--- config.mk ---
export PLATFORM = sky130hd
export DESIGN_NAME = cache_split2_fifo
export DESIGN_NICKNAME = d
export VERILOG_FILES = /design/src/rtl/cache_split2_fifo.sv
export SDC_FILE = /design/constraint.sdc
export NUM_CORES = 1
export LEC_CHECK = 0
export BUFFER_PORTS_ARGS = -buffer_cell sky130_fd_sc_hd__buf_2
export CAP_MARGIN = 5
export CORE_MARGIN = 8
export CORE_UTILIZATION = 55
export CTS_CLUSTER_DIAMETER = 40
export CTS_CLUSTER_SIZE = 12
export DETAILED_ROUTE_END_ITERATION = 16
export PLACE_DENSITY = 0.81
export SLEW_MARGIN = 20
export SYNTH_ARGS = -nofsm -noshare
export SYNTH_HDL_FRONTEND = slang
export SYNTH_SLANG_ARGS = --single-unit
--- constraint.sdc ---
create_clock -name clk -period 4.2 [get_ports clk]
set_input_delay 0.84 -clock clk [delete_from_list [all_inputs] [get_ports clk]]
set_output_delay 0.84 -clock clk [all_outputs]
set_load 0.005 [all_outputs]
--- src/rtl/cache_split2_fifo.sv ---
// cache_split2_fifo: clocked 1-to-2 demux with a 2-deep skid buffer per branch and saturating delivery counters
//   clk, rst                 clock, asynchronous active-high reset
//   i_drive/i_data/i_sel     upstream beat and route select; o_free is the registered upstream ready
//   o_drive0/o_data0/i_free0 branch-0 handshake
//   o_drive1/o_data1/i_free1 branch-1 handshake
//   o_cnt0/o_cnt1            per-branch delivered-beat counters, saturating
module cache_split2_fifo #(
  parameter int DATA_W = 1,
  parameter int CNT_W  = 8
) (
  input  logic              clk,
  input  logic              rst,
  input  logic              i_drive,
  input  logic [DATA_W-1:0] i_data,
  input  logic              i_sel,
  output logic              o_free,
  output logic              o_drive0,
  output logic [DATA_W-1:0] o_data0,
  input  logic              i_free0,
  output logic              o_drive1,
  output logic [DATA_W-1:0] o_data1,
  input  logic              i_free1,
  output logic [CNT_W-1:0]  o_cnt0,
  output logic [CNT_W-1:0]  o_cnt1
);
  typedef enum logic [1:0] {EMPTY = 2'd0, ONE = 2'd1, TWO = 2'd2} st_t;
  st_t               st_q   [2];
  st_t               st_d   [2];
  logic [DATA_W-1:0] out_q  [2];
  logic [DATA_W-1:0] out_d  [2];
  logic [DATA_W-1:0] skid_q [2];
  logic [DATA_W-1:0] skid_d [2];
  logic [CNT_W-1:0]  cnt_q  [2];
  logic [CNT_W-1:0]  cnt_d  [2];
  logic              free_q, free_d, acc;
  logic [1:0]        in_v, rdy_v, drv_v, del_v;
  assign acc   = i_drive & free_q;
  assign in_v  = {acc & i_sel, acc & ~i_sel};
  assign rdy_v = {i_free1, i_free0};
  assign drv_v = {st_q[1] != EMPTY, st_q[0] != EMPTY};
  assign del_v = drv_v & rdy_v;
  // State encoding doubles as occupancy, so next state is simply occupancy + in - del.
  always_comb begin
    for (int k = 0; k < 2; k++) begin
      st_d[k]   = st_t'(st_q[k] + {1'b0, in_v[k]} - {1'b0, del_v[k]});
      out_d[k]  = (in_v[k] & ((st_q[k] == EMPTY) | del_v[k])) ? i_data :
                  ((st_q[k] == TWO) & del_v[k]) ? skid_q[k] : out_q[k];
      skid_d[k] = (in_v[k] & (st_q[k] == ONE) & ~del_v[k]) ? i_data : skid_q[k];
      cnt_d[k]  = (del_v[k] & ~&cnt_q[k]) ? cnt_q[k] + 1'b1 : cnt_q[k];
    end
    free_d = (st_d[0] != TWO) & (st_d[1] != TWO);
  end
  always_ff @(posedge clk or posedge rst) begin
    if (rst) begin
      st_q   <= '{EMPTY, EMPTY};
      out_q  <= '{default: '0};
      skid_q <= '{default: '0};
      cnt_q  <= '{default: '0};
      free_q <= 1'b1;
    end else begin
      st_q   <= st_d;
      out_q  <= out_d;
      skid_q <= skid_d;
      cnt_q  <= cnt_d;
      free_q <= free_d;
    end
  end
  assign o_free   = free_q;
  assign o_drive0 = drv_v[0];
  assign o_drive1 = drv_v[1];
  assign o_data0  = out_q[0];
  assign o_data1  = out_q[1];
  assign o_cnt0   = cnt_q[0];
  assign o_cnt1   = cnt_q[1];
endmodule

==> report_table.html <==
<table>
<tr><th>Metric</th><th>Value</th></tr>
<tr><th colspan="2">Yosys</th></tr>
<tr><td>Largest area contributor in the netlist</td><td>dfrtp_1</td></tr>
<tr><td>Syn Std Cell Area</td><td>0.00128 mm2</td></tr>
<tr><td>Synthesis Warnings</td><td>0</td></tr>
<tr><td>Async SR Flop Fraction</td><td>1.00</td></tr>
<tr><td>Most common flop cell mapped by yosys</td><td>dfrtp_1</td></tr>
<tr><td>Main area contributors after synthesis</td><td>dfrtp_1, mux2_2, xnor2_1, ha_1, nand3_1</td></tr>
<tr><td>Number of unique standard cell types used by synthesis</td><td>34</td></tr>
<tr><td>Mapped Cells</td><td>117</td></tr>
<tr><td>Average cell area after synthesis</td><td>11.0 um2</td></tr>
<tr><td>Post-synth EDFFs</td><td>0</td></tr>
<tr><td>Post-synthesis sequential area ratio</td><td>0.488</td></tr>
<tr><td>Net count of the mapped netlist</td><td>128</td></tr>
<tr><td>Post-synthesis register bit count</td><td>25</td></tr>
<tr><td>Portion of synthesized cell area occupied by the leading cell type</td><td>0.468</td></tr>
<tr><th colspan="2">Place</th></tr>
<tr><td>Placed wire-length estimate after detailed placement</td><td>1.94 mm</td></tr>
<tr><td>IO buf count</td><td>27</td></tr>
<tr><td>Gpl congestion</td><td>0.865</td></tr>
<tr><th colspan="2">Die</th></tr>
<tr><td>Overall die width</td><td>64.3 um</td></tr>
<tr><td>Boundary Pins</td><td>28</td></tr>
<tr><td>Starting Density</td><td>0.580</td></tr>
<tr><td>Area of the placeable core</td><td>0.00221 mm2</td></tr>
<tr><td>Die outline area</td><td>0.00414 mm2</td></tr>
<tr><td>Die outline height</td><td>64.3 um</td></tr>
<tr><td>Rows</td><td>17</td></tr>
<tr><th colspan="2">Cells and area</th></tr>
<tr><td>Synthesis-to-finish area growth</td><td>14.9%</td></tr>
<tr><td>Filler cell count in the final layout</td><td>188</td></tr>
<tr><td>Share of the core filled with cells in the final layout</td><td>0.667</td></tr>
<tr><td>Fraction of final layout cells sized beyond drive strength 1</td><td>0.313</td></tr>
<tr><td>Number of nets in the layout</td><td>159</td></tr>
<tr><td>Number of inserted diodes</td><td>0</td></tr>
<tr><th colspan="2">Critical path</th></tr>
<tr><td>Largest delay contributor family on the critical path</td><td>flip-flops</td></tr>
<tr><td>Reg-to-reg critical path startpoint</td><td>o_free</td></tr>
<tr><td>R2r endpoint</td><td>o_free</td></tr>
<tr><td>Category of the worst setup path capture point</td><td>primary output</td></tr>
<tr><td>Worst Reg-to-Reg Cells</td><td>7</td></tr>
<tr><td>Arrival time at the worst endpoint</td><td>1.24 ns</td></tr>
<tr><td>Slowest cell delay on critical path</td><td>0.48 ns</td></tr>
<tr><td>Critical path endpoint</td><td>o_drive1</td></tr>
<tr><td>Logic depth of the worst setup path including buffers</td><td>2</td></tr>
<tr><td>Count of buffering cells on the critical path with inverters included</td><td>1</td></tr>
<tr><td>Nature of the critical path startpoint</td><td>register</td></tr>
<tr><td>R2r setup slk</td><td>2.50 ns</td></tr>
<tr><td>Cells traversed along the worst timing path</td><td>or2_2 -&gt; buf_2</td></tr>
<tr><td>WS Path Type</td><td>reg -&gt; out</td></tr>
<tr><td>Critical path origin</td><td>st_q[1]</td></tr>
<tr><td>Critical path data required time</td><td>3.36 ns</td></tr>
<tr><td>Max stage delay cell, worst path</td><td>dfrtp_1</td></tr>
<tr><td>Maximum fanout along the worst path</td><td>5</td></tr>
<tr><th colspan="2">Route</th></tr>
<tr><td>Drt wl/cell</td><td>14.5 um</td></tr>
<tr><td>Via density</td><td>5.61</td></tr>
<tr><td>Initial DRC count</td><td>53</td></tr>
<tr><td>Remaining routing DRC violations</td><td>0</td></tr>
<tr><td>Via count</td><td>981</td></tr>
<tr><td>Routed wire length</td><td>2.54 mm</td></tr>
<tr><td>First-pass detailed-route iteration total</td><td>4</td></tr>
<tr><td>Routed Antenna Nets</td><td>0</td></tr>
<tr><th colspan="2">Clock tree</th></tr>
<tr><td>Post-CTS sizing</td><td>0</td></tr>
<tr><td>Hold buffers post-CTS</td><td>0</td></tr>
<tr><td>Buffers from clock root to sink, at most</td><td>2</td></tr>
<tr><td>Clock network latency to the later pin of the worst-skew pair</td><td>0.30 ns</td></tr>
<tr><td>Clock tree from TritonCTS</td><td>built</td></tr>
<tr><td>H-Tree Depth</td><td>1</td></tr>
<tr><td>Number of sinks driven by the clock tree</td><td>25</td></tr>
<tr><td>Clock-pin transition on the worst setup and hold timing paths</td><td>0.12 ns</td></tr>
<tr><td>Inserted Clock Buffers</td><td>3</td></tr>
<tr><td>Root Driver</td><td>clkbuf_4</td></tr>
<tr><td>Post CTS Setup Buffer Count</td><td>0</td></tr>
<tr><th colspan="2">GRT</th></tr>
<tr><td>Pin count of the biggest net entering global routing</td><td>26</td></tr>
<tr><td>Overall routing resource usage</td><td>0.132</td></tr>
<tr><td>Number of antenna violations at the first check in global routing</td><td>0</td></tr>
<tr><td>Wire length of the first global-routing pass</td><td>4.44 mm</td></tr>
<tr><td>Grt total ovfl</td><td>0</td></tr>
<tr><td>Vias in the first global route</td><td>987</td></tr>
<tr><th colspan="2">STA</th></tr>
<tr><td>Period utilization</td><td>0.495</td></tr>
<tr><td>Final setup TNS</td><td>0 ns</td></tr>
<tr><td>Final Max Slew Viols</td><td>0</td></tr>
<tr><td>Final Hold Fails</td><td>0</td></tr>
<tr><td>Relative max-transition margin</td><td>0.386</td></tr>
<tr><td>Setup repair after global routing missed its margin</td><td>no</td></tr>
<tr><td>Pin slew with the least headroom to its limit</td><td>0.920 ns</td></tr>
<tr><td>Post-layout minimum cycle time</td><td>2.08 ns</td></tr>
<tr><td>Final setup violating endpoints</td><td>0</td></tr>
<tr><td>Setup clock skew after layout</td><td>0.00425 ns</td></tr>
<tr><td>Hold_ws</td><td>0.517 ns</td></tr>
<tr><td>Maximum achievable frequency</td><td>481 MHz</td></tr>
<tr><th colspan="2">Power and ir drop</th></tr>
<tr><td>Worst IR Drop VDD</td><td>489 uV</td></tr>
<tr><td>Power density cells</td><td>687 mW/mm2</td></tr>
<tr><td>Total leakage power</td><td>0.706 nW</td></tr>
<tr><td>Final Total Pwr</td><td>1.01 mW</td></tr>
<tr><th colspan="2">Status</th></tr>
<tr><td>Outcome</td><td>finished clean</td></tr>
<tr><th colspan="2">Flow run</th></tr>
<tr><td>Number of maximum-capacitance constraint violations</td><td>0</td></tr>
<tr><th colspan="2">Min path</th></tr>
<tr><td>Worst hold path class</td><td>reg -&gt; reg</td></tr>
</table>
[flip-flops by register name, summed over array words and instances (netlist names)]
signal and count:
o_cnt0 8, o_cnt1 8, o_data0 1, o_data1 1, o_free 1, skid_q 2, st_q 4
[logic make-up (layout without fill, tap and decap cells)]
logic type / count (synthesis) / count (layout) / share of synthesized area
and+or+nand+nor: 42 / 42 / 0.183
DFF: 25 / 25 / 0.488
AOI/OAI and AO/OA: 15 / 15 / 0.0819
muxes: 13 / 13 / 0.115
xor gates and xnor gates: 10 / 10 / 0.0682
buffers and inverters: 8 / 38 / 0.0244
adders and majority gates: 4 / 4 / 0.0390
[power breakdown]
part | switching [mW] | total (mW) | internal (mW)
clock network | 0.0650 | 0.102 | 0.0370
logic | 0.199 | 0.435 | 0.236
registers | 0.124 | 0.477 | 0.352
total | 0.389 | 1.01 | 0.625
[per-layer routing]
metal	global-route usage	up-vias	part of all wire
li1	-	482	-
met5	0	-	0
met1	0.162	469	0.46
met4	0.0654	0	0.023
met3	0.0383	6	0.052
met2	0.207	24	0.46
[cells in the mapped netlist, types with 2 or more instances]
library cell / count
xor2_1: 3
nand4_1: 7
ha_1: 4
mux2_2: 10
nor2_1: 5
dfrtp_1: 24
xnor2_1: 7
o21ai_0: 2
nor2b_1: 2
nand3b_1: 2
nor3_1: 2
mux2i_1: 2
a21oi_1: 4
o21ai_1: 2
nand3_1: 9
nand2_1: 8
inv_1: 7
[cell usage in the layout (no fill, tap or decap), types with 2 or more instances in the layout]
cell type	n
inv_1	7
o21ai_1	2
o21ai_0	2
mux2_2	10
xor2_1	3
nand3_1	9
dfrtp_1	24
nand2_1	8
nand4_1	7
buf_2	27
ha_1	4
mux2i_1	2
a21oi_1	4
nand3b_1	2
xnor2_1	7
clkbuf_4	3
nor2_1	5
nor3_1	2
nor2b_1	2
[cell type report]
type                            count  area [um2]  area share
Multi-Input combinational cell     84         626       0.424
Tap cell                           28        35.0      0.0237
Sequential cell                    25         627       0.425
Clock buffer                        4        26.3      0.0178
Timing Repair Buffer               27         135      0.0916
Inverter                            7        26.3      0.0178
[worst min-delay path by stage]
stage | start | end | slack, ns | cells past startpoint
2_1_floorplan | skid_q[1] | skid_q[1] | 0.48 | 1
3_3_place_gp | skid_q[1] | skid_q[1] | 0.49 | 1
3_5_place_dp | skid_q[1] | skid_q[1] | 0.49 | 1
4_1_cts | skid_q[1] | skid_q[1] | 0.52 | 1
5_1_grt | o_cnt1[0] | o_cnt1[0] | 0.56 | 1
6_report | skid_q[1] | skid_q[1] | 0.52 | 1
[worst register-to-register path, stage by stage (launching register included)]
cell     delay [ns]
dfstp_2        0.56
nand2_1        0.06
nor2_1         0.21
xor2_1         0.19
ha_1           0.18
xor2_1         0.18
xnor2_1        0.10
a22oi_1        0.15
[stage by stage]
stage	worst slack, ns	std cells	instance area (um2)
detailed placement	2.08	171	1450
global route	2.05	175	1480
floorplan	2.30	117	1280
global placement	2.13	171	1450
CTS	2.12	175	1480
finish	2.12	175	1480
(Power assumes the default switching activity.)
